<file path="config.mk">
export PLATFORM = sky130hd
export DESIGN_NAME = vga_fetch_sched_flat
export DESIGN_NICKNAME = d
export VERILOG_FILES = /design/src/rtl/vga_fetch_sched_if.sv /design/src/rtl/vga_fetch_sched.sv /design/src/flat_wrapper.sv
export SDC_FILE = /design/constraint.sdc
export NUM_CORES = 1
export LEC_CHECK = 0
export ABC_AREA = 0
export ABC_CLOCK_PERIOD_IN_PS = 5300
export BUFFER_PORTS_ARGS = -buffer_cell sky130_fd_sc_hd__buf_4
export CAP_MARGIN = 20
export CORE_UTILIZATION = 50
export DETAILED_ROUTE_END_ITERATION = 8
export GPL_TIMING_DRIVEN = 0
export HOLD_SLACK_MARGIN = 0.06
export PLACE_DENSITY = 0.76
export SLEW_MARGIN = 20
export SYNTH_ARGS = -nofsm -noshare
export SYNTH_HDL_FRONTEND = slang
export SYNTH_SLANG_ARGS = --single-unit
</file>
<file path="constraint.sdc">
create_clock -name pixel_clk -period 5.3 [get_ports pixel_clk]
set_input_delay 1.06 -clock pixel_clk [delete_from_list [all_inputs] [get_ports pixel_clk]]
set_output_delay 1.06 -clock pixel_clk [all_outputs]
set_load 0.005 [all_outputs]
</file>
<file path="src/rtl/vga_fetch_sched_if.sv">
// Frame-buffer read request channel from the fetch scheduler to the DMA.
interface vga_fetch_sched_if #(
    parameter int LEN_W = 5
);
    logic             req_valid;
    logic             req_ready;
    logic [31:0]      req_addr;
    logic [LEN_W-1:0] req_len;

    modport master (
        output req_valid,
        output req_addr,
        output req_len,
        input  req_ready
    );

    modport slave (
        input  req_valid,
        input  req_addr,
        input  req_len,
        output req_ready
    );
endinterface

</file>
<file path="src/rtl/vga_fetch_sched.sv">
// Pixel-domain prefetch scheduler: issues credit-limited burst reads so the
// pixel FIFO never overflows, restarting at each frame boundary.
module vga_fetch_sched #(
    parameter int          HDISP      = 800,
    parameter int          VDISP      = 480,
    parameter int          BURST      = 16,
    parameter int          FIFO_DEPTH = 256,
    parameter logic [31:0] FB_BASE    = 32'h0
) (
    input  logic              pixel_clk,
    input  logic              pixel_rst,
    input  logic              enable,
    input  logic              frame_start,
    input  logic              pix_pop,
    input  logic              data_push,
    vga_fetch_sched_if.master req,
    output logic              fifo_flush,
    output logic              frame_done,
    output logic              underflow,
    output logic              busy
);
    localparam int TOTAL = HDISP * VDISP;
    localparam int LW    = $clog2(BURST + 1);
    localparam int CW    = $clog2(FIFO_DEPTH + 1);
    localparam int RW    = $clog2(TOTAL + 1);
    localparam int SW    = CW + 2;

    typedef enum logic [1:0] {
        IDLE,
        FETCH,
        DRAIN
    } state_t;

    state_t        state, state_n;
    logic          stop, stop_n;
    logic [CW-1:0] level, level_n;
    logic [CW-1:0] outstanding, outstanding_n;
    logic [RW-1:0] remaining, remaining_n;
    logic [31:0]   ptr, ptr_n;
    logic          req_valid_n;
    logic [31:0]   req_addr_n;
    logic [LW-1:0] req_len_n;
    logic          flush_n, done_n, underflow_n;
    logic          hs, restart, credit_ok;
    logic [LW-1:0] len;
    logic [SW-1:0] credits;

    assign hs  = req.req_valid && req.req_ready;
    assign len = (remaining >= RW'(BURST)) ? LW'(BURST)
                                           : LW'(remaining);
    assign credits = SW'(level) + SW'(outstanding) + SW'(len);
    assign credit_ok = (credits <= SW'(FIFO_DEPTH));

    always_ff @(posedge pixel_clk or posedge pixel_rst) begin
        if (pixel_rst) begin
            state <= IDLE;
        end else begin
            state <= state_n;
        end
    end

    always_comb begin
        state_n       = state;
        stop_n        = stop;
        restart       = 1'b0;
        flush_n       = 1'b0;
        done_n        = 1'b0;
        level_n       = level;
        underflow_n   = underflow;
        outstanding_n = outstanding;
        remaining_n   = remaining;
        ptr_n         = ptr;
        req_valid_n   = req.req_valid;
        req_addr_n    = req.req_addr;
        req_len_n     = req.req_len;

        // Occupancy: push and pop together cancel; pop on empty is an underflow.
        if (data_push && !pix_pop) begin
            if (level != CW'(FIFO_DEPTH)) level_n = level + CW'(1);
        end else if (pix_pop && !data_push) begin
            if (level != '0) level_n = level - CW'(1);
            else underflow_n = 1'b1;
        end

        if (hs) begin
            outstanding_n = outstanding_n + CW'(req.req_len);
            remaining_n   = remaining - RW'(req.req_len);
            ptr_n         = ptr + (32'(req.req_len) << 2);
        end
        if (data_push && outstanding != '0) begin
            outstanding_n = outstanding_n - CW'(1);
        end

        unique case (state)
            IDLE: begin
                if (enable && frame_start) begin
                    state_n = FETCH;
                    restart = 1'b1;
                end
            end
            FETCH: begin
                if (!enable) begin
                    state_n = DRAIN;
                    stop_n  = 1'b1;
                end else if (frame_start) begin
                    if (outstanding == '0 && !req.req_valid) begin
                        restart = 1'b1;
                    end else begin
                        state_n = DRAIN;
                        stop_n  = 1'b0;
                    end
                end else if (remaining_n == '0 && outstanding_n == '0) begin
                    done_n  = 1'b1;
                    state_n = IDLE;
                end
            end
            DRAIN: begin
                if (enable && frame_start) stop_n = 1'b0;
                else if (!enable) stop_n = 1'b1;
                if (outstanding == '0 && !req.req_valid) begin
                    if (stop_n) begin
                        state_n = IDLE;
                        flush_n = 1'b1;
                    end else begin
                        state_n = FETCH;
                        restart = 1'b1;
                    end
                end
            end
            default: state_n = IDLE;
        endcase

        if (restart) begin
            flush_n     = 1'b1;
            level_n     = '0;
            ptr_n       = FB_BASE;
            remaining_n = RW'(TOTAL);
            underflow_n = 1'b0;
        end

        // A new request waits one cycle after a handshake so counters settle.
        if (hs) begin
            req_valid_n = 1'b0;
        end else if (!req.req_valid && state == FETCH && state_n == FETCH &&
                     !restart && remaining != '0 && credit_ok) begin
            req_valid_n = 1'b1;
            req_addr_n  = ptr;
            req_len_n   = len;
        end
    end

    always_ff @(posedge pixel_clk or posedge pixel_rst) begin
        if (pixel_rst) begin
            stop          <= 1'b0;
            level         <= '0;
            outstanding   <= '0;
            remaining     <= '0;
            ptr           <= '0;
            req.req_valid <= 1'b0;
            req.req_addr  <= FB_BASE;
            req.req_len   <= '0;
            fifo_flush    <= 1'b0;
            frame_done    <= 1'b0;
            underflow     <= 1'b0;
            busy          <= 1'b0;
        end else begin
            stop          <= stop_n;
            level         <= level_n;
            outstanding   <= outstanding_n;
            remaining     <= remaining_n;
            ptr           <= ptr_n;
            req.req_valid <= req_valid_n;
            req.req_addr  <= req_addr_n;
            req.req_len   <= req_len_n;
            fifo_flush    <= flush_n;
            frame_done    <= done_n;
            underflow     <= underflow_n;
            busy          <= (state_n != IDLE);
        end
    end
endmodule

</file>
<file path="src/flat_wrapper.sv">
// flat-port wrapper written by rule: the top's interface ports become plain ports
module vga_fetch_sched_flat 
#(
    parameter int          HDISP      = 800,
    parameter int          VDISP      = 480,
    parameter int          BURST      = 16,
    parameter int          FIFO_DEPTH = 256,
    parameter logic [31:0] FB_BASE    = 32'h0
)
  (pixel_clk, pixel_rst, enable, frame_start, pix_pop, data_push, fifo_flush, frame_done, underflow, busy, req_req_valid, req_req_addr, req_req_len, req_req_ready);
  vga_fetch_sched_if #(.LEN_W(($clog2((16) + 1)))) req_i ();
  input  logic pixel_clk;
  input  logic pixel_rst;
  input  logic enable;
  input  logic frame_start;
  input  logic pix_pop;
  input  logic data_push;
  output logic fifo_flush;
  output logic frame_done;
  output logic underflow;
  output logic busy;
  output wire logic [$bits(req_i.req_valid)-1:0] req_req_valid;
  output wire logic [$bits(req_i.req_addr)-1:0] req_req_addr;
  output wire logic [$bits(req_i.req_len)-1:0] req_req_len;
  input wire logic [$bits(req_i.req_ready)-1:0] req_req_ready;
  assign req_req_valid = req_i.req_valid;
  assign req_req_addr = req_i.req_addr;
  assign req_req_len = req_i.req_len;
  assign req_i.req_ready = req_req_ready;
  vga_fetch_sched #(.HDISP(HDISP), .VDISP(VDISP), .BURST(BURST), .FIFO_DEPTH(FIFO_DEPTH), .FB_BASE(FB_BASE)) u_core (.pixel_clk(pixel_clk), .pixel_rst(pixel_rst), .enable(enable), .frame_start(frame_start), .pix_pop(pix_pop), .data_push(data_push), .req(req_i), .fifo_flush(fifo_flush), .frame_done(frame_done), .underflow(underflow), .busy(busy));
endmodule
</file>
==> results.toml, run 1 <==
[critical_path]
crit_path_start_kind = "input pin"
cp_max_fo = 10
worstPathCellList = "buf_4, and2_1, buf_2, buf_1, mux2i_1, ha_1, and4_1, a31oi_1, mux2_2, nor4_1, nand4b_1, nor4_2, nand3_2, a31oi_4, nand4b_4, buf_6, mux2_4"
cpMaxStageDelayCell = "buf_1"
crit_type = "in2reg"
required_ns = 5.54
critPathCaptureType = "register"
arrival_ns = 5.12
critical-path-max-stage-delay_ns = 0.44

[detailed_routing]
drt_wl_total_um = 16000
dr.pass1.iters = 5
wl_per_cell_um = 17.1
ant_nets = 0
dr_total_vias = 5496
drc = 0
drt_iter0_drc = 371
avgViaCountPerCell = 5.88

[placed_design]
port_buffers = 45
place_inst = 919
detailed_place_hpwl_um = 11800
place.gp.congestion = 0.890

[yosys]
syn_inst = 696
syn-cell-area_mm2 = 0.00696
seq_area_frac_synth_pct = 39.6
synth_top_family_by_area = "simple AND/OR/NAND/NOR gates"
ys_seq_elements = 110
yosys.area_share.simple_pct = 18.4
ys_warn_count = 0
synth_compound_area_share_pct = 12.1
ys_types = 71
synth.area.mux_share_pct = 8.47
synth_top_area_share_pct = 39.6
synth_top_cell_by_area = "dfrtp_1"
ys_async_sr_fraction_pct = 100
yosys-top-cells-area = "dfrtp_1 40%, ha_1 7.7%, mux2_4 6.0%"
dominantRegCellSynth = "dfrtp_1"
synth_enable_flop_cells = 0
syn_avg_cell_area_um2 = 10.0
synthXorXnorAreaFrac_pct = 8.56
yosys.area_share.adder_pct = 9.46

[floorplan]
die_h_um = 120
rows = 42
num_io_pins = 49
core_mm2 = 0.0134
die_w_um = 120
initial_utilization_pct = 51.9
die-area_mm2 = 0.0144

[finish]
nFillCells = 1120
syn2layout_area_growth_pct = 13.1
layout_common_cells = "110 x dfrtp_1, 72 x nor2_1, 47 x buf_4, 46 x nand2_1, 43 x ha_1"
drive_above_1_share_pct = 16.3
layout_commonest_cell = "dfrtp_1"
diodes = 0
fin_nets = 810
fin_cells = 935

[global_routing]
grtUsageTotal_pct = 23.3
overflow = 0
grt_max_degree = 82
antenna_found_initial = 0
grt_pass1_wl_um = 26500
first_global_vias = 5489

[clock_network]
cts_tree = "built"
cts_root_buffer = "clkbuf_16"
ctsLongestPathBuffers = 2
cts_hold_buf = 0
cts_buffers = 9
clock-sinks = 110
worstSkewPairLatency_ns = 0.36
postCtsSetupBuffers = 0
clk_pin_slew_ns = 0.07
postCtsResizedCells = 0
htree_levels = 3

[pwr]
leakage_nw = 3.73
peakVddDrop_uv = 248
powerDensity_mw_per_mm2 = 446

[sta]
fin_crit_ns = 4.87
fin_crit_sh_pct = 91.9
rsz0062_at_grt = "no"
hold_viol_final = 0
worst_slew_pin_slew_ns = 0.938
relSlewSlack_pct = 37.4
tns_ns = 0
fmax_mhz = 205
setup_viol = 0
clock_skew_ns = 0.00777
slew_violations = 0

[hold_path]
hp-class = "reg2reg"

[run]
maxCapViolCount = 0

[run_status]
status = "complete, no violations"
-- path summary, 6_finish.rpt --
check                                                   start  slack [ns]  cells after the start                                   to
max in group asynchronous                           pixel_rst        3.97                      3          u_core.level[8]$_DFFE_PP0P_
setup / recovery                                req_req_ready        0.43                     17  u_core.req.req_addr[31]$_DFFE_PP0P_
setup reg to reg                u_core.remaining[9]$_DFF_PP0_        0.51                     18  u_core.req.req_addr[31]$_DFFE_PP0P_
hold / removal             u_core.req.req_addr[9]$_DFFE_PP0P_        0.51                      1   u_core.req.req_addr[9]$_DFFE_PP0P_
min in group asynchronous                           pixel_rst        0.66                      2   u_core.req.req_addr[9]$_DFFE_PP0P_
hold reg to reg            u_core.req.req_addr[9]$_DFFE_PP0P_        0.51                      1   u_core.req.req_addr[9]$_DFFE_PP0P_
-- area by class of cell --
type | count | area, um^2 | area share [%]
Tap cell | 176 | 220 | 2.80
Sequential cell | 110 | 2750 | 35.0
Clock buffer | 10 | 239 | 3.04
Timing Repair Buffer | 46 | 365 | 4.64
Buffer | 17 | 95.1 | 1.21
Multi-Input combinational cell | 532 | 3970 | 50.5
Clock inverter | 6 | 77.6 | 0.986
Inverter | 38 | 148 | 1.88
-- per-layer routing --
layer  vias to the layer above  part of all wire [%]  track usage [%]
li1                       2582                     -                -
met3                        40                   4.3             4.28
met4                         0                   2.7             10.8
met2                       154                    48             38.0
met1                      2720                    45             29.9
met5                         -                     0                0
-- worst max-delay path: cells and delay by family --
kind / cells / cell delay, ns
adders and majority gates: 1 / 0.37
and+or+nand+nor: 7 / 1.43
AOI/OAI and AO/OA: 2 / 0.30
muxes: 3 / 0.81
buffers and inverters: 4 / 1.12
-- power by group --
group          total [W]  leakage, nW  switching [W]  internal (W)
logic            0.00166         2.13       0.000956      0.000706
clock network   0.000726        0.153       0.000337      0.000389
registers        0.00112         1.45       0.000163      0.000959
-- through the flow --
step | setup WS [ns] | area [um^2] | hold slack [ns] | total power, W | util, %
2_1_floorplan | 1.04 | 6960 | 0.469 | 0.00238 | -
3_3_place_gp | 0.140 | 7520 | 0.485 | 0.00267 | 56.1
3_5_place_dp | 0.122 | 7550 | 0.499 | 0.00277 | 56.3
4_1_cts | 0.491 | 7870 | 0.518 | 0.00351 | 58.7
5_1_grt | 0.119 | 7870 | 0.533 | 0.00376 | 58.7
6_report | 0.429 | 7870 | 0.509 | 0.00351 | 58.7
-- flip-flops by register name (all words and copies together), names as in the netlist --
name	count
u_core.state	2
u_core.req.req_valid	1
u_core.outstanding	9
u_core.frame_done	1
u_core.busy	1
u_core.fifo_flush	1
u_core.underflow	1
u_core.req.req_len	5
u_core.remaining	19
u_core.level	9
u_core.req.req_addr	30
u_core.ptr	30
u_core.stop	1
-- cells in the mapped netlist, types with 3 or more instances --
| cell type | count |
|---|---|
| dfrtp_1 | 110 |
| nor2_1 | 72 |
| nand2_1 | 46 |
| ha_1 | 43 |
| a21oi_1 | 42 |
| inv_1 | 38 |
| xor2_1 | 37 |
| xnor2_1 | 31 |
| mux2_4 | 28 |
| o21ai_0 | 26 |
| nand3_1 | 20 |
| nor3_1 | 18 |
| and3_1 | 12 |
| clkbuf_1 | 10 |
| mux2i_1 | 9 |
| a21o_1 | 8 |
| nand2b_1 | 8 |
| mux2_2 | 7 |
| nand4_1 | 7 |
| o211ai_1 | 7 |
| or3_1 | 7 |
| fa_1 | 6 |
| a211oi_1 | 5 |
| and2_1 | 5 |
| nand3b_1 | 5 |
| nand4b_1 | 5 |
| nor2b_1 | 5 |
| or2_2 | 5 |
| or4_1 | 5 |
| a31oi_1 | 4 |
| nor4_1 | 4 |
| o2111ai_1 | 4 |
| buf_6 | 3 |
| o21a_1 | 3 |
| o311ai_1 | 3 |
-- cell families after synthesis --
group	Yosys count
xor+xnor	68
flops	110
simple gates	242
fa+ha+maj	49
other cells	1
mux	44
compound gates	127
buf+inv	55
Note: power is estimated with default switching activity, not from simulation.
==> run 2: changes to the inputs <==
--- a/config.mk
+++ b/config.mk
@@ -9,9 +9,9 @@
 export ABC_CLOCK_PERIOD_IN_PS = 5300
 export BUFFER_PORTS_ARGS = -buffer_cell sky130_fd_sc_hd__buf_4
 export CAP_MARGIN = 20
+export CORE_MARGIN = 3
 export CORE_UTILIZATION = 50
 export DETAILED_ROUTE_END_ITERATION = 8
-export GPL_TIMING_DRIVEN = 0
 export HOLD_SLACK_MARGIN = 0.06
 export PLACE_DENSITY = 0.76
 export SLEW_MARGIN = 20
==> run 2 against run 1 <==
  * Die area rose by 6.8%
  * Sequential power about the same
  * Combinational power is 2% lower
  * Count of clock-buffer cells in the layout did not move
  * Routed wire length decreased by 6.1%
  * Cell count fell by 1.2%
==> results.toml, run 2 (synthesis gave the netlist of run 1 again) <==
[sta]
rsz0062_at_grt = "no"
worst_slew_pin_slew_ns = 0.955
tns_ns = 0
fin_crit_sh_pct = 89.3
setup_viol = 0
relSlewSlack_pct = 36.3
clock_skew_ns = 0.00792
hold_viol_final = 0
fin_crit_ns = 4.73
fmax_mhz = 211
setup_ws_ns = 0.566
slew_violations = 0

[finish]
layout_common_cells = "110 x dfrtp_1, 72 x nor2_1, 52 x buf_4, 46 x nand2_1, 43 x ha_1"
design_area_mm2 = 0.00776
syn2layout_area_growth_pct = 11.5
fin_cells = 924
largest_registers = "u_core.ptr x30, u_core.req.req_addr x30, u_core.remaining x19"
drive_above_1_share_pct = 16.6
final_util_pct = 57.9
diodes = 0
layout_commonest_cell = "dfrtp_1"
nFillCells = 1126
fin_nets = 799

[clock_network]
clk_pin_slew_ns = 0.07
cts_tree = "built"
clock-sinks = 110
ctsLongestPathBuffers = 2
cts_root_buffer = "clkbuf_16"
cts_hold_buf = 0
worstSkewPairLatency_ns = 0.36
cts_buffers = 9
postCtsResizedCells = 0
htree_levels = 3
postCtsSetupBuffers = 0

[placed_design]
dpl_cell_area_mm2 = 0.00748
detailed_place_hpwl_um = 11100
pre_cts_ws_ns = 0.543
place.gp.congestion = 0.896
port_buffers = 46
place_inst = 908

[floorplan]
core_mm2 = 0.0134
num_io_pins = 49
rows = 42
die_h_um = 124
initial_utilization_pct = 51.9
die_w_um = 124
die-area_mm2 = 0.0154

[detailed_routing]
ant_nets = 0
drc = 0
wl_per_cell_um = 16.2
avgViaCountPerCell = 5.77
dr_total_vias = 5336
dr.pass1.iters = 7
drt_iter0_drc = 420
drt_wl_total_um = 15000

[critical_path]
required_ns = 5.55
crit_type = "reg2reg"
crit_path_start_kind = "register"
critical-path-max-stage-delay_ns = 0.52
cpMaxStageDelayCell = "or4_1"
worstPathCellList = "or3_1, or3_1, nor3_2, and3_1, inv_1, nor2_1, ha_1, a21o_1, a21oi_1, o21bai_1, a21oi_1, or4_1, nor2_1, nand4_1, o21ai_0, nand4b_4, buf_4, mux2_4"
reg2reg_depth = 18
cp_max_fo = 14
arrival_ns = 4.98
critPathCaptureType = "register"

[global_routing]
first_global_vias = 5373
grtUsageTotal_pct = 20.7
grt_pass1_wl_um = 25400
overflow = 0
grt_max_degree = 79
antenna_found_initial = 0

[hold_path]
hp-class = "reg2reg"
hold_depth = 1

[pwr]
peakVddDrop_uv = 193
leakage_nw = 3.69
powerDensity_mw_per_mm2 = 437

[run_status]
status = "complete, no violations"

[run]
maxCapViolCount = 0
run 2: critical path: cells and delay by family, from the launching register on:
family	cells	cell delay (ns)
AND/OR/NAND/NOR	9	2.56
AO/OA/AOI/OAI	5	0.68
buffers and inverters	2	0.44
flip-flops	1	0.43
multiplexers	1	0.31
adder cells (fa/ha/maj)	1	0.20
run 2: final cells by class:
cell class | count | area, um^2 | area share (%)
Clock buffer | 10 | 229 | 2.95
Clock inverter | 6 | 51.3 | 0.661
Inverter | 38 | 145 | 1.87
Multi-Input combinational cell | 532 | 3970 | 51.2
Sequential cell | 110 | 2750 | 35.5
Tap cell | 176 | 220 | 2.84
Timing Repair Buffer | 52 | 390 | 5.03
run 2: power breakdown:
part / leakage, nW / switching (W) / internal, W
Sequential: 1.45 / 0.000159 / 0.000960
Clock: 0.134 / 0.000326 / 0.000326
Combinational: 2.11 / 0.000926 / 0.000699
run 2: stage by stage:
| stage | hold WS (ns) | total power (W) |
|---|---|---|
| after floorplan | 0.469 | 0.00238 |
| after global placement | 0.490 | 0.00267 |
| after detailed placement | 0.503 | 0.00274 |
| after CTS | 0.520 | 0.00340 |
| after global routing | 0.532 | 0.00366 |
| final | 0.514 | 0.00339 |
run 2: per-layer routing:
| layer | part of all wire (%) | global-route usage (%) | vias up |
|---|---|---|---|
| met5 | 0 | 0 | - |
| met4 | 2.3 | 8.76 | 0 |
| met3 | 4.5 | 3.00 | 28 |
| met2 | 49 | 35.4 | 135 |
| met1 | 44 | 26.3 | 2616 |
| li1 | - | - | 2557 |
run 2: final timing paths:
check	slack, ns	endpoint	start
worst min-delay path	0.51	u_core.req.req_addr[25]$_DFFE_PP0P_	u_core.req.req_addr[25]$_DFFE_PP0P_
min in group asynchronous	0.93	u_core.req.req_addr[8]$_DFFE_PP0P_	pixel_rst
worst max-delay path	0.57	u_core.req.req_addr[18]$_DFFE_PP0P_	u_core.remaining[9]$_DFF_PP0_
worst min register to register	0.51	u_core.req.req_addr[25]$_DFFE_PP0P_	u_core.req.req_addr[25]$_DFFE_PP0P_
max in group asynchronous	3.37	u_core.ptr[21]$_DFFE_PP0P_	pixel_rst
worst max register to register	0.57	u_core.req.req_addr[18]$_DFFE_PP0P_	u_core.remaining[9]$_DFF_PP0_
==> run 3: changes to the inputs <==
--- a/config.mk
+++ b/config.mk
@@ -9,11 +9,13 @@
 export ABC_CLOCK_PERIOD_IN_PS = 5300
 export BUFFER_PORTS_ARGS = -buffer_cell sky130_fd_sc_hd__buf_4
 export CAP_MARGIN = 20
+export CELL_PAD_IN_SITES_DETAIL_PLACEMENT = 1
+export CELL_PAD_IN_SITES_GLOBAL_PLACEMENT = 2
 export CORE_MARGIN = 3
-export CORE_UTILIZATION = 50
+export CORE_UTILIZATION = 40
 export DETAILED_ROUTE_END_ITERATION = 8
 export HOLD_SLACK_MARGIN = 0.06
-export PLACE_DENSITY = 0.76
+export PLACE_DENSITY = 0.89
 export SLEW_MARGIN = 20
 export SYNTH_ARGS = -nofsm -noshare
 export SYNTH_HDL_FRONTEND = slang
==> run 3 against run 2 <==
  * Sequential power barely moved
  * Register-to-register slack barely moved
  * Clock skew rose by 0.0037 ns
  * Via count rose by 1.9%
  * Cell count rose by 5.2%
  * Flip-flop and latch count did not move
  * Routed wire length rose by 26%
  * Clock power rose by 4.1%
  * Combinational power rose by 11%
  * Critical path depth rose by 1
  * Critical path type unchanged
  * Critical endpoint is now u_core.req.req_addr[14]$_DFFE_PP0P_
  * Largest cell class unchanged
  * Largest power group unchanged
==> results.toml, run 3 (synthesis gave the netlist of run 1 again) <==
[pwr]
intPower_w = 0.00203
peakVddDrop_uv = 210
powerDensity_mw_per_mm2 = 457
pwr-share-seq_pct = 31.3
power_frac_clock_pct = 18.8
comb_power_share_pct = 49.9
p_sw_share_pct = 43.7
power_switching_w = 0.00158
leakage_nw = 3.75

[sta]
fmax_mhz = 212
tns_ns = 0
clock_skew_ns = 0.0116
fin_crit_ns = 4.72
worst_slew_pin_slew_ns = 0.906
rsz0062_at_grt = "no"
relSlewSlack_pct = 39.6
setup_viol = 0
hold_viol_final = 0
fin_crit_sh_pct = 89.1
slew_violations = 0

[clock_network]
cts_root_buffer = "clkbuf_16"
ctsLongestPathBuffers = 2
cts_hold_buf = 0
clk_pin_slew_ns = 0.08
cts_buffers = 9
cts_tree = "built"
htree_levels = 3
clock-sinks = 110
worstSkewPairLatency_ns = 0.36

[critical_path]
cp_max_fo = 18
crit_type = "reg2reg"
cpMostUsedCell = "nor2_1"
arrival_ns = 4.97
worstPathCellList = "or3_1, or3_1, nor3_2, and3_1, inv_1, nor2_1, ha_1, fa_1, a21oi_1, nor2_1, nor2_1, a2111oi_0, o211a_1, nand4_1, o211ai_1, buf_4, nand4b_4, buf_12, mux2_4"
critical-path-max-stage-delay_ns = 0.46
r2r-start = "u_core.remaining[9]$_DFF_PP0_"
cp.buffers_inverters = 3
reg2reg_depth = 19
reg2reg_slack_ns = 0.58
r2r-end = "u_core.req.req_addr[14]$_DFFE_PP0P_"
critPathCaptureType = "register"
cpMaxStageDelayCell = "a2111oi_0"
crit_path_start_kind = "register"
critPathTopFamily = "simple AND/OR/NAND/NOR gates"
required_ns = 5.55

[detailed_routing]
dr_total_vias = 5435
drc = 0
drt_iter0_drc = 265
dr.pass1.iters = 4
wl_per_cell_um = 19.4
drt_wl_total_um = 18900
avgViaCountPerCell = 5.59
ant_nets = 0

[placed_design]
detailed_place_hpwl_um = 13400
place.gp.congestion = 0.855
place_inst = 951
dpl_cell_area_mm2 = 0.00753
port_buffers = 46

[finish]
diodes = 0
regArea_mm2 = 0.00275
syn2layout_area_growth_pct = 13.7
largest_registers = "u_core.ptr x30, u_core.req.req_addr x30, u_core.remaining x19"
final_util_pct = 47.0
fin_nets = 803
nFillCells = 1927
drive_above_1_share_pct = 17.0
design_area_mm2 = 0.00791
layout_commonest_cell = "dfrtp_1"
fin_cells = 972
multiInputGateArea_mm2 = 0.00400
layout_common_cells = "110 x dfrtp_1, 72 x nor2_1, 52 x buf_4, 46 x nand2_1, 43 x ha_1"

[hold_path]
hp-class = "reg2reg"
hp-start = "u_core.req.req_addr[9]$_DFFE_PP0P_"
hold_depth = 1
hold_end = "u_core.req.req_addr[9]$_DFFE_PP0P_"

[global_routing]
first_global_vias = 5860
grt_max_degree = 76
antenna_found_initial = 0
overflow = 0
grt_pass1_wl_um = 29600
grtUsageTotal_pct = 19.7

[floorplan]
num_io_pins = 49
die-area_mm2 = 0.0190
die_w_um = 138
rows = 47
die_h_um = 138
initial_utilization_pct = 41.4
core_mm2 = 0.0168

[run_status]
status = "complete, no violations"

[run]
maxCapViolCount = 0
[run 3: changes by cell type in the layout (fill, tap and decap cells not counted), sizes merged]
cell,previous run,this run
buf,52,55
inv,41,42
clkinvlp,1,0
nand4b,6,7
[run 3: power by group through the flow]
stage,Clock [W],Combinational [W],Sequential (W)
floorplan,0,0.00130,0.00108
global placement,0,0.00158,0.00113
detailed placement,0,0.00168,0.00114
CTS,0.000700,0.00169,0.00113
global route,0.000734,0.00201,0.00115
finish,0.000679,0.00180,0.00113
[run 3: how the worst max path moves through the flow]
stage / from / cells after the start / end
floorplan: req_req_ready / 16 / u_core.req.req_addr[18]$_DFFE_PP0P_
global placement: req_req_ready / 14 / u_core.req.req_addr[29]$_DFFE_PP0P_
detailed placement: req_req_ready / 14 / u_core.req.req_addr[14]$_DFFE_PP0P_
CTS: u_core.remaining[9]$_DFF_PP0_ / 17 / u_core.req.req_addr[2]$_DFFE_PP0P_
global route: u_core.remaining[9]$_DFF_PP0_ / 19 / u_core.req.req_addr[10]$_DFFE_PP0P_
finish: u_core.remaining[9]$_DFF_PP0_ / 19 / u_core.req.req_addr[14]$_DFFE_PP0P_
[run 3: stage by stage]
| stage | setup slack, ns | hold WS, ns | total power [W] |
|---|---|---|---|
| 2_1_floorplan | 1.04 | 0.469 | 0.00238 |
| 3_3_place_gp | 0.102 | 0.488 | 0.00271 |
| 3_5_place_dp | -0.0373 | 0.498 | 0.00282 |
| 4_1_cts | 0.00887 | 0.517 | 0.00352 |
| 5_1_grt | 0.281 | 0.538 | 0.00389 |
| 6_report | 0.578 | 0.515 | 0.00361 |
[run 3: cell type report]
cell class                 count  share of cell area [%]
clock buffer                  10                    2.90
clock inverter                 6                   0.759
inverter                      38                    1.84
multi-input combinational    533                    50.5
sequential                   110                    34.8
tap                          220                    3.48
timing repair buffer          55                    5.70
[run 3: layer usage]
layer	track usage (%)	share of wire, %	vias up	wire [um]
li1	-	-	2568	-
met1	24.4	45	2775	8560
met2	35.4	51	71	9520
met3	3.30	2.4	21	443
met4	5.38	1.7	0	321
met5	0	0	-	0
[run 3: repair_timing]
action | in CTS | in global routing
hold endpoints to repair | 0 | 0
gates resized for setup | 0 | 2
setup buffers | 0 | 3
setup endpoints to repair | 0 | 36
